**src/rtl/rv32i_ctrl_fsm.sv**
```systemverilog
// rv32i_ctrl_fsm: multi-cycle control sequencer for the RV32I core.
// Steps each instruction through FETCH -> FETCH_WAIT -> EXEC -> [MEM -> MEM_WAIT] -> WB.
// It also handles debug halt/resume, EBREAK halt, and traps for illegal instructions
// and for memory transactions that take too long.
// Optional build macro RV32_PERF_CNT_EN enables the cycle and instret counters.
// Without it, both counter ports are tied to zero.
module rv32i_ctrl_fsm #(
  parameter int TIMEOUT_CYCLES = 255,
  parameter bit START_HALTED   = 1'b0
) (
  input  logic        clk,
  input  logic        rst_n,
  output logic        imem_req_valid,
  input  logic        imem_req_ready,
  input  logic        imem_rsp_valid,
  output logic        ir_load,
  input  logic        dec_reg_wr_en,
  input  logic        dec_mem_rd,
  input  logic        dec_mem_wr,
  input  logic        dec_branch,
  input  logic        dec_jump,
  input  logic        dec_illegal,
  input  logic        dec_ebreak,
  input  logic        branch_taken,
  output logic        dmem_req_valid,
  input  logic        dmem_req_ready,
  input  logic        dmem_rsp_valid,
  output logic        ld_load,
  output logic        rf_we,
  output logic        pc_we,
  output logic        pc_sel,
  input  logic        dbg_halt_req,
  input  logic        dbg_resume_req,
  output logic        halted,
  output logic        trap,
  output logic [1:0]  trap_cause,
  output logic [31:0] cycle_cnt,
  output logic [31:0] instret_cnt
);

  typedef enum logic [2:0] {
    S_FETCH, S_FETCH_WAIT, S_EXEC, S_MEM, S_MEM_WAIT, S_WB, S_HALTED, S_TRAP
  } state_t;

  localparam logic [1:0] CAUSE_ILLEGAL = 2'b01;
  localparam logic [1:0] CAUSE_FETCH   = 2'b10;
  localparam logic [1:0] CAUSE_DATA    = 2'b11;

  // The timeout counter must hold values up to TIMEOUT_CYCLES.
  // It keeps a width of at least one bit so that the "disabled" build still elaborates.
  localparam int TMO_W = (TIMEOUT_CYCLES > 0) ? $clog2(TIMEOUT_CYCLES + 1) : 1;
  localparam logic [TMO_W-1:0] TMO_MAX  = TMO_W'(TIMEOUT_CYCLES);
  localparam logic [TMO_W-1:0] TMO_LAST = TMO_W'((TIMEOUT_CYCLES > 0) ? TIMEOUT_CYCLES - 1 : 0);
  localparam state_t RESET_STATE = START_HALTED ? S_HALTED : S_FETCH;

  state_t           state, state_next;
  logic [1:0]       cause_q, cause_next;
  logic [TMO_W-1:0] tmo_cnt;
  logic             is_load_q;
  logic             tmo_hit;
  logic             in_xfer;
  logic             imem_c, ir_c, dmem_c, ld_c, rf_c, pc_we_c, pc_sel_c, halted_c, trap_c;

  // The last permitted cycle of a transaction has been reached without completion.
  assign tmo_hit = (TIMEOUT_CYCLES != 0) && (tmo_cnt == TMO_LAST);
  assign in_xfer = (state == S_FETCH) || (state == S_FETCH_WAIT) ||
                   (state == S_MEM)   || (state == S_MEM_WAIT);

  // State register, registered trap cause, and load flag captured while the decoder is valid.
  always_ff @(posedge clk) begin
    // NOTE: sequential state uses non-blocking assignments so that every flop samples pre-edge values.
    if (!rst_n) begin
      state     <= RESET_STATE;
      cause_q   <= 2'b00;
      is_load_q <= 1'b0;
    end else begin
      state <= state_next;
      if (state_next == S_TRAP && state != S_TRAP) cause_q <= cause_next;
      if (state == S_EXEC) is_load_q <= dec_mem_rd;
    end
  end

  // Per-transaction timeout counter.
  // It clears when the FSM enters FETCH or MEM, then counts up (saturating) through the wait states.
  always_ff @(posedge clk) begin
    if (!rst_n) begin
      tmo_cnt <= '0;
    end else if ((state_next == S_FETCH && state != S_FETCH) ||
                 (state_next == S_MEM   && state != S_MEM)) begin
      tmo_cnt <= '0;
    end else if (in_xfer && tmo_cnt != TMO_MAX) begin
      tmo_cnt <= tmo_cnt + 1'b1;
    end
  end

  // Next-state and strobe decode.
  // Decoder inputs are only looked at in EXEC and WB.
  always_comb begin
    // NOTE: every combinational output gets a default first so that no path infers a latch.
    state_next = state;
    cause_next = 2'b00;
    imem_c     = 1'b0;
    ir_c       = 1'b0;
    dmem_c     = 1'b0;
    ld_c       = 1'b0;
    rf_c       = 1'b0;
    pc_we_c    = 1'b0;
    pc_sel_c   = 1'b0;
    halted_c   = 1'b0;
    trap_c     = 1'b0;
    unique case (state)
      S_FETCH: begin
        imem_c = 1'b1;
        if (tmo_hit) begin
          state_next = S_TRAP;
          cause_next = CAUSE_FETCH;
        end else if (imem_req_ready) begin
          state_next = S_FETCH_WAIT;
        end
      end
      S_FETCH_WAIT: begin
        if (imem_rsp_valid) begin
          ir_c       = 1'b1;
          state_next = S_EXEC;
        end else if (tmo_hit) begin
          state_next = S_TRAP;
          cause_next = CAUSE_FETCH;
        end
      end
      S_EXEC: begin
        if (dec_illegal) begin
          state_next = S_TRAP;
          cause_next = CAUSE_ILLEGAL;
        end else if (dec_ebreak) begin
          state_next = S_HALTED;
        end else if (dec_mem_rd || dec_mem_wr) begin
          state_next = S_MEM;
        end else begin
          state_next = S_WB;
        end
      end
      S_MEM: begin
        dmem_c = 1'b1;
        if (tmo_hit) begin
          state_next = S_TRAP;
          cause_next = CAUSE_DATA;
        end else if (dmem_req_ready) begin
          state_next = S_MEM_WAIT;
        end
      end
      S_MEM_WAIT: begin
        if (dmem_rsp_valid) begin
          ld_c       = is_load_q;
          state_next = S_WB;
        end else if (tmo_hit) begin
          state_next = S_TRAP;
          cause_next = CAUSE_DATA;
        end
      end
      S_WB: begin
        pc_we_c    = 1'b1;
        pc_sel_c   = dec_jump | (dec_branch & branch_taken);
        rf_c       = dec_reg_wr_en;
        state_next = dbg_halt_req ? S_HALTED : S_FETCH;
      end
      S_HALTED: begin
        halted_c = 1'b1;
        if (dbg_resume_req) state_next = S_FETCH;
      end
      S_TRAP: begin
        trap_c = 1'b1;
      end
      default: state_next = RESET_STATE;
    endcase
  end

  // All outputs are forced to zero while reset is asserted.
  assign imem_req_valid = rst_n & imem_c;
  assign ir_load        = rst_n & ir_c;
  assign dmem_req_valid = rst_n & dmem_c;
  assign ld_load        = rst_n & ld_c;
  assign rf_we          = rst_n & rf_c;
  assign pc_we          = rst_n & pc_we_c;
  assign pc_sel         = rst_n & pc_sel_c;
  assign halted         = rst_n & halted_c;
  assign trap           = rst_n & trap_c;
  assign trap_cause     = {2{rst_n}} & cause_q;

`ifdef RV32_PERF_CNT_EN
  logic [31:0] cycle_q, instret_q;

  // Free-running performance counters.
  // cycle counts every cycle spent outside HALTED and TRAP; instret counts every WB cycle.
  always_ff @(posedge clk) begin
    if (!rst_n) begin
      cycle_q   <= '0;
      instret_q <= '0;
    end else begin
      if (state != S_HALTED && state != S_TRAP) cycle_q <= cycle_q + 32'd1;
      if (state == S_WB) instret_q <= instret_q + 32'd1;
    end
  end

  assign cycle_cnt   = {32{rst_n}} & cycle_q;
  assign instret_cnt = {32{rst_n}} & instret_q;
`else
  assign cycle_cnt   = '0;
  assign instret_cnt = '0;
`endif

endmodule

```
**config.mk**
```make
export PLATFORM = sky130hd
export DESIGN_NAME = rv32i_ctrl_fsm
export DESIGN_NICKNAME = d
export VERILOG_FILES = /design/src/rtl/rv32i_ctrl_fsm.sv
export SDC_FILE = /design/constraint.sdc
export NUM_CORES = 1
export LEC_CHECK = 0
export ABC_AREA = 1
export CAP_MARGIN = 10
export CORE_AREA = 4 4 77 61
export CTS_BUF_LIST = sky130_fd_sc_hd__clkbuf_2
export CTS_CLUSTER_DIAMETER = 30
export DETAILED_ROUTE_END_ITERATION = 12
export DIE_AREA = 0 0 81 65
export PLACE_DENSITY = 0.82
export SLEW_MARGIN = 20
export SYNTH_ARGS = -nofsm -noshare
export SYNTH_HDL_FRONTEND = slang
export SYNTH_SLANG_ARGS = --single-unit
export TNS_END_PERCENT = 10
```
**constraint.sdc**
```tcl
create_clock -name clk -period 1.8 [get_ports clk]
set_input_delay 0.54 -clock clk [delete_from_list [all_inputs] [get_ports clk]]
set_output_delay 0.54 -clock clk [all_outputs]
set_load 0.005 [all_outputs]
```
# Word-level counts from Yosys, hierarchy flattened
# Index checks and enable logic that the tools add are counted.
dict set report word_totals {
  register_bits 14
  out_inout_bits 75
  word_cells 74
}
dict set report classes {
  add_sub_neg 1
  eq_ne 13
  mux 30
  n_bitwise 13
  n_reduce_logical 13
}
# cell count
set op_table {}
lappend op_table {{two-way mux 3 bit} 12}
lappend op_table {{case mux 3 bit (7 select lines)} 1}
lappend op_table {{equality test 3 bit, second input constant} 5}
lappend op_table {{two-way mux 1 bit} 12}
lappend op_table {{bitwise AND 1 bit} 10}
lappend op_table {{case mux 2 bit (5 select lines)} 1}
lappend op_table {{equality test 3 x 2 -> 1 bit, second input constant} 3}
lappend op_table {{adder 8 x 1 -> 8 bit, second input constant} 1}
lappend op_table {{equality test 8 bit, second input constant} 1}
lappend op_table {{two-way mux 2 bit} 4}
lappend op_table {{!= test 8 bit, second input constant} 1}
lappend op_table {{zero test 3 bit} 2}
lappend op_table {{logical OR 1 bit} 5}
lappend op_table {{logical AND 1 bit} 4}
lappend op_table {{equality test 3 x 1 -> 1 bit, second input constant} 1}
lappend op_table {{!= test 3 x 2 -> 1 bit, second input constant} 1}
lappend op_table {{!= test 3 bit, second input constant} 1}
lappend op_table {{nonzero test 3 bit} 1}
lappend op_table {{bitwise AND 2 bit} 1}
lappend op_table {{OR reduction 2 bit} 1}
lappend op_table {{NOT 1 bit} 1}
lappend op_table {{bitwise OR 1 bit} 1}

# Longest topological paths before layout
# Gate-level depths: netlist of run 1.
dict set report logic_depth {
  depth_word 9
  depth_mapped 13
  ltp_nobuf 13
}

# Least setup slack after synthesis of run 1
# OpenSTA, ideal clock, no wires.
dict set report synth_path {
  path_type {reg2reg}
  startpoint {register tmo_cnt[0]}
  endpoint {register tmo_cnt[3]}
  setup_ns 0.116
  arrival_time_ns 1.423
  required_ns 1.684
  path_slack_ns 0.261
  path_stages_with_launch 13
  n_path_buf 0
  cell_sequence {dfxtp_1 inv_1 ha_1 inv_1 nor2_1 nand2_1 nand2_1 nand2_1 nand2_1 nor2_1 nand4_1 nand3_2 nor2_1}
}
dict set report synth_via {
  elab_chain_cells 8
}
# element line_no
set synth_rtl {}
lappend synth_rtl {{start: declaration} 58} ;# logic [TMO_W-1:0] tmo_cnt;
lappend synth_rtl {{start signal: assignment} 92} ;# tmo_cnt <= tmo_cnt + 1'b1;
lappend synth_rtl {{equality test 8 bit} 65} ;# assign tmo_hit = (TIMEOUT_CYCLES != 0) && (tmo_cnt == TMO_LAST);
lappend synth_rtl {{two-way mux 3 bit} {125, 155}}
lappend synth_rtl {{two-way mux 3 bit (on tied branches)} {152, 122}}
lappend synth_rtl {{case mux 3 bit (7 select lines)} 111} ;# unique case (state)
lappend synth_rtl {{equality test 3 x 2 -> 1 bit / zero test 3 bit (equally long branches)} {89, 88}}
lappend synth_rtl {{logical AND 1 bit (on tied branches)} {89, 88}}
lappend synth_rtl {{logical OR 1 bit} 88} ;# end else if ((state_next == S_FETCH && state != S_FETCH) ||
lappend synth_rtl {{OR reduction 2 bit (no source line)} -}
# Parallel ways exist; a longest one is shown, timed or not.
# A chain may end at the register's enable or synchronous reset.

# Worst setup path in the final report of run 1
dict set report layout_path {
  startpoint {register state[0]}
  endpoint {output port halted}
}
dict set report layout_via {
  elab_chain_cells 3
}
# element line_no
set layout_rtl {}
lappend layout_rtl {{start: declaration} 56} ;# state_t state, state_next;
lappend layout_rtl {{start signal: assignment} 77} ;# state <= state_next;
lappend layout_rtl {{equality test 3 bit} 111}
lappend layout_rtl {{two-way mux 1 bit} 111}
lappend layout_rtl {{bitwise AND 1 bit} 185} ;# assign halted = rst_n & halted_c;
lappend layout_rtl {{end: declaration} 34} ;# output logic halted,
# Every way passes these cells.

==> flow_metrics.py, run 1 <==
metrics = {
    "route": {
        "via_per_inst": 3.93,
        "wl_per_cell_um": 9.98,
        "drt_wl_total_mm": 3.48,
        "drc": 0,
        "ant_nets": 0,
        "drt_iter0_drc": 48,
        "vias": 1372,
        "first_pass_iters": 4,
    },
    "sta": {
        "drv_slew": 0,
        "hold_viol_final": 0,
        "setup_viol": 0,
        "holdWs_ps": 463,
        "grt_setup_unrepaired": "true",
        "fin_ws_ps": 9.82,
        "fmax_ghz": 0.559,
        "fin_crit_sh": 0.995,
        "period_needed_ps": 1790,
        "finClkSkew_ps": 11.4,
    },
    "cells_and_area": {
        "fillers": 423,
        "stdcell_count": 349,
        "diodes": 0,
        "layout-drive-gt1-share": 0.265,
        "area_delta_synth_final_pct": 24.2,
        "most-common-layout-cells": "conb_1 (64), nand2_1 (42), nor2_1 (28), buf_4 (26), inv_1 (21)",
        "mostFrequentLayoutCell": "conb_1",
        "nets": 313,
    },
    "worst_hold_path": {
        "hold_end": "cause_q[1]",
        "worstHoldStart": "cause_q[1]",
        "hold_path.class": "reg2reg",
        "hold_depth": 2,
    },
    "place": {
        "globalplace.congestion": 0.880,
        "portBuffers": 26,
        "dp.cells": 336,
        "dp_hpwl_mm": 2.61,
        "dp_slack_ps": -737,
    },
    "floorplan": {
        "dieWidth_um": 81,
        "core_mm2": 0.00395,
        "die_area_mm2": 0.00527,
        "die_h_um": 65,
        "placementRows": 20,
        "initial_core_util": 0.379,
        "io_pins": 91,
    },
    "logic_synthesis": {
        "synth_top_area_share": 0.320,
        "netlist_instances": 240,
        "synth_simple_gate_area_share": 0.324,
        "synth_compound_area_frac": 0.0300,
        "synth_xor_area_frac": 0.0409,
        "avgSynthCellArea_um2": 6.25,
        "synth_area_leader_cell": "buf_4",
        "synthMuxAreaShare": 0,
        "synthTopCellsByArea": "buf_4 (32%), dfxtp_1 (19%), nand2_1 (12%), nor2_1 (8.8%), inv_1 (6.8%)",
        "synth_seq_area_share": 0.187,
        "synth_top_family_by_area": "buffers and inverters",
        "synth_adder_area_share": 0.0167,
        "synth.distinct_cells": 22,
        "synth.cell_area_mm2": 0.00150,
        "ys_ff_latch": 14,
        "ys_warn_count": 0,
    },
    "worst_setup_path": {
        "r2r-start": "state[1]",
        "worstPathRequired_ps": 1260,
        "arrival_ps": 1250,
        "reg2regPathDepth": 12,
        "r2r_slack_ps": 90,
        "worstSetupPathType": "reg2out",
        "worstPathCellList": "inv_2 > buf_4 > nand3_1 > nor2_1 > clkdlybuf4s15_1",
        "cp_slowest_stage_delay_ps": 400,
        "startpoint_type": "flip-flop",
        "crit_path_end_kind": "primary output",
        "cpMaxStageDelayCell": "dfxtp_4",
        "crit_path_max_fanout": 5,
        "rr_endpoint": "tmo_cnt[7]",
    },
    "clock_network": {
        "cts_tree": "built",
        "worst_skew_pair.late_latency_ps": 290,
        "cts_sinks": 14,
        "clk_path_buf_depth": 2,
        "htreeDepth": 1,
        "numCtsBuffers": 3,
        "cts_root_buf": "clkbuf_2",
        "cts.clk_slew.worst_paths_ps": 150,
    },
    "job": {
        "drv_cap": 0,
    },
    "status": {
        "outcome": "finished, final reports clean",
    },
    "grt": {
        "overflow": 0,
        "grt_max_degree": 12,
        "antenna_found_initial": 0,
        "first_global_vias": 1153,
        "track_usage": 0.122,
        "grt_pass1_wl_mm": 5.09,
    },
    "pwr": {
        "ir_worst_vdd_mv": 0.439,
        "power_mw": 1.93,
        "leakage_nw": 1.04,
        "power_density_mw_per_mm2": 1040,
    },
}
how the worst max path moves through the flow:
stage | from | to | slack (ps)
6_report | state[0] | halted | 10
5_1_grt | state[0] | halted | -70
4_1_cts | dec_reg_wr_en | rf_we | -80
3_5_place_dp | rst_n | pc_sel | -740
3_3_place_gp | rst_n | pc_sel | -700
2_1_floorplan | tmo_cnt[0] | tmo_cnt[3] | 260
layout make-up:
| cell class | count | area [um^2] | area share |
|---|---|---|---|
| timing repair buffer | 53 | 420 | 0.226 |
| multi-input combinational | 194 | 948 | 0.509 |
| clock buffer | 3 | 15.0 | 0.00806 |
| sequential | 14 | 294 | 0.158 |
| tap | 55 | 68.8 | 0.0369 |
| clock inverter | 1 | 3.75 | 0.00201 |
| inverter | 29 | 113 | 0.0604 |
logic make-up (layout without fill, tap and decap cells):
kind of cell / after synthesis / after routing
AO/OA/AOI/OAI: 9 / 9
XOR/XNOR: 7 / 7
adder cells (fa/ha/maj): 2 / 2
buffers and inverters: 95 / 86
flip-flops: 14 / 14
other: 1 / 64
AND/OR/NAND/NOR: 112 / 112
cells in the mapped netlist (all sizes together):
| cell | number |
|---|---|
| a21oi | 6 |
| buf | 65 |
| clkbuf | 1 |
| conb | 1 |
| dfxtp | 14 |
| ha | 2 |
| inv | 29 |
| nand2 | 48 |
| nand3 | 17 |
| nand3b | 2 |
| nand4 | 2 |
| nor2 | 39 |
| nor3 | 4 |
| o21ai | 3 |
| xnor2 | 3 |
| xor2 | 4 |
through the flow:
| step | area (um^2) | setup TNS (ps) | utilization |
|---|---|---|---|
| after global routing | 1860 | -354 | 0.471 |
| after floorplan | 1740 | 0 | - |
| after detailed placement | 1710 | -10560 | 0.433 |
| after global placement | 1710 | -9800 | 0.433 |
| after CTS | 1780 | -212 | 0.451 |
| final | 1860 | 0 | 0.471 |
critical path, delay by kind of cell (launching register included):
| family | cells | cell delay (ps) |
|---|---|---|
| buf+inv | 3 | 410 |
| flops | 1 | 400 |
| simple gates | 2 | 140 |
repair_timing:
item                       CTS  global route
buffers inserted             6             3
hold buffers                 0             0
cloned                       0             0
setup endpoints to repair   21            19
pin swaps                    5            13
resized for setup           46            38
per-layer routing:
layer	vias up	GRT usage	share of wire
met5	-	0	0
met3	2	0.0361	0.093
met2	54	0.185	0.49
li1	710	-	-
met4	0	0.0232	0.0032
met1	606	0.171	0.42
power breakdown:
group          leakage [nW]  total, mW  internal, mW  switching, mW
registers             0.116      0.494         0.398         0.0966
clock network        0.0140      0.157        0.0483          0.109
logic                 0.905       1.28         0.570          0.713
total                  1.04       1.93          1.02          0.918
flip-flops by register name, summed over array words and instances (netlist names):
| name | cells |
|---|---|
| tmo_cnt | 8 |
| state | 3 |
| cause_q | 2 |
| is_load_q | 1 |
Power figures use the tool's default switching activity.
==> run 2: changes to the inputs <==
--- a/config.mk
+++ b/config.mk
@@ -9,7 +9,7 @@
 export CAP_MARGIN = 10
 export CORE_AREA = 4 4 77 61
 export CTS_BUF_LIST = sky130_fd_sc_hd__clkbuf_2
-export CTS_CLUSTER_DIAMETER = 30
+export CTS_CLUSTER_DIAMETER = 200
 export DETAILED_ROUTE_END_ITERATION = 12
 export DIE_AREA = 0 0 81 65
 export PLACE_DENSITY = 0.82
==> constraint.sdc (replaced) <==
create_clock -name clk -period 1.8 [get_ports clk]
set_input_delay 0.54 -clock clk [delete_from_list [all_inputs] [get_ports clk]]
set_output_delay 0.54 -clock clk [all_outputs]
set_load 0.05 [all_outputs]
==> run 2 against run 1 <==
- the flow now finishes with violations (setup timing)
- critical path depth is the same
- global-route usage grew 0.17 points
- register-to-register slack lost 70 ps
- sequential power grew 2%
- sequential share of layout area shrank 1.6 points
- routed wire length grew 6.0%
- largest power group unchanged
==> flow_metrics.py, run 2 (synthesized netlist as in run 1, its figures left out) <==
metrics = {
    "cells_and_area": {
        "area_delta_synth_final_pct": 37.4,
        "top_register": "tmo_cnt",
        "largest_reg_flops": 8,
        "reg_top3": "tmo_cnt (8), state (3), cause_q (2)",
        "mostFrequentLayoutCell": "conb_1",
        "stdcell_count": 345,
        "diodes": 0,
        "most-common-layout-cells": "conb_1 (64), nand2_1 (42), inv_1 (24), nor2_1 (24), buf_4 (20)",
        "fillers": 374,
        "nets": 310,
        "layout-drive-gt1-share": 0.272,
    },
    "sta": {
        "holdWs_ps": 457,
        "grt_setup_unrepaired": "true",
        "fin_ws_ps": -51.9,
        "drv_slew": 0,
        "fin_crit_sh": 1.03,
        "fmax_ghz": 0.540,
        "period_needed_ps": 1850,
        "hold_viol_final": 0,
        "setup_viol": 5,
        "finClkSkew_ps": 11.3,
    },
    "clock_network": {
        "clk_path_buf_depth": 2,
        "hold_buffers": 0,
        "cts.clk_slew.worst_paths_ps": 150,
        "cts_sinks": 14,
        "cts_root_buf": "clkbuf_2",
        "cts_tree": "built",
        "numCtsBuffers": 3,
        "worst_skew_pair.late_latency_ps": 290,
        "htreeDepth": 1,
    },
    "grt": {
        "track_usage": 0.124,
        "grt_pass1_wl_mm": 5.21,
        "first_global_vias": 1187,
        "antenna_found_initial": 0,
        "overflow": 0,
        "grt_max_degree": 12,
    },
    "status": {
        "outcome": "finished with violations",
        "violations": "setup timing",
    },
    "worst_setup_path": {
        "crit_path_end_kind": "primary output",
        "critical_path_buf_inv_count": 3,
        "cpMaxStageDelayCell": "dfxtp_4",
        "startpoint_type": "flip-flop",
        "cp_slowest_stage_delay_ps": 410,
        "r2r_slack_ps": 20,
        "crit_top_cell": "inv_2",
        "worstSetupPathType": "reg2out",
        "worstPathRequired_ps": 1260,
        "worstPathCellList": "inv_2 > nor3_4 > inv_2 > nor2_4 > buf_12",
        "arrival_ps": 1310,
        "crit_path_max_fanout": 5,
        "critPathTopFamily": "flip-flops",
    },
    "job": {
        "drv_cap": 0,
    },
    "place": {
        "portBuffers": 26,
        "dp_hpwl_mm": 2.63,
        "dp_slack_ps": -464,
        "globalplace.congestion": 0.877,
        "dp.cells": 332,
    },
    "route": {
        "wl_per_cell_um": 10.7,
        "vias": 1422,
        "drt_iter0_drc": 51,
        "drt_wl_total_mm": 3.69,
        "drc": 0,
        "via_per_inst": 4.12,
        "ant_nets": 0,
        "first_pass_iters": 4,
    },
    "floorplan": {
        "die_h_um": 65,
        "core_mm2": 0.00395,
        "io_pins": 91,
        "placementRows": 20,
        "die_area_mm2": 0.00527,
        "initial_core_util": 0.379,
        "dieWidth_um": 81,
    },
    "pwr": {
        "ir_worst_vdd_mv": 0.637,
        "leakage_nw": 1.05,
        "power_density_mw_per_mm2": 1160,
    },
    "worst_hold_path": {
        "hold_path.class": "reg2reg",
    },
}
run 2: changes by cell type in the layout (fill, tap and decap cells not counted), moves of 3 or more:
cell,delta
buf_12,+11
buf_2,-4
buf_4,-6
clkbuf_2,-4
dlymetal6s2s_1,-3
inv_1,+3
inv_2,-4
nor2_1,-4
nor2_4,+5
nor3_4,+3
run 2: worst min-delay path, stage by stage (launching register included):
cell and delay (ps):
dfxtp_1 330, inv_1 50, a21oi_1 50
run 2: final timing paths:
kind,start,endpoint,depth (start not counted)
max,state[0],dmem_req_valid,5
min,cause_q[1],cause_q[1],2
max reg2reg,tmo_cnt[0],tmo_cnt[7],12
min reg2reg,cause_q[1],cause_q[1],2
run 2: layer usage:
layer	wire length, um	track usage
met1	1430	0.158
met2	1880	0.210
met3	327	0.0292
met4	51	0.0295
met5	0	0
run 2: where the power goes:
| part | internal (mW) | total [mW] | switching (mW) |
|---|---|---|---|
| registers | 0.395 | 0.502 | 0.106 |
| clock network | 0.0454 | 0.151 | 0.106 |
| logic | 0.636 | 1.74 | 1.11 |
| total | 1.08 | 2.40 | 1.32 |
run 2: repair_timing:
item                                    4_1_cts  5_1_grt
hold endpoints to repair                      0        0
resized for setup                            42       20
gates cloned                                  0        0
pin swaps                                    10       10
endpoints found under the setup margin       19       19
setup buffers                                 6        4
run 2: final cells by class:
cell class / instances / area (um^2) / share of cell area
Timing Repair Buffer: 50 / 557 / 0.270
Tap cell: 55 / 68.8 / 0.0334
Inverter: 29 / 115 / 0.0559
Sequential cell: 14 / 293 / 0.142
Multi-Input combinational cell: 194 / 1010 / 0.491
Clock buffer: 3 / 15.0 / 0.00729
run 2: metrics by stage:
step	total power [mW]	util	area, um^2	setup TNS [ps]
after floorplan	1.53	-	1750	-1580
after global placement	1.84	0.456	1800	-6480
after detailed placement	1.87	0.456	1800	-7150
after CTS	2.22	0.498	1970	-430
after global routing	2.54	0.521	2060	-1380
final	2.40	0.521	2060	-160
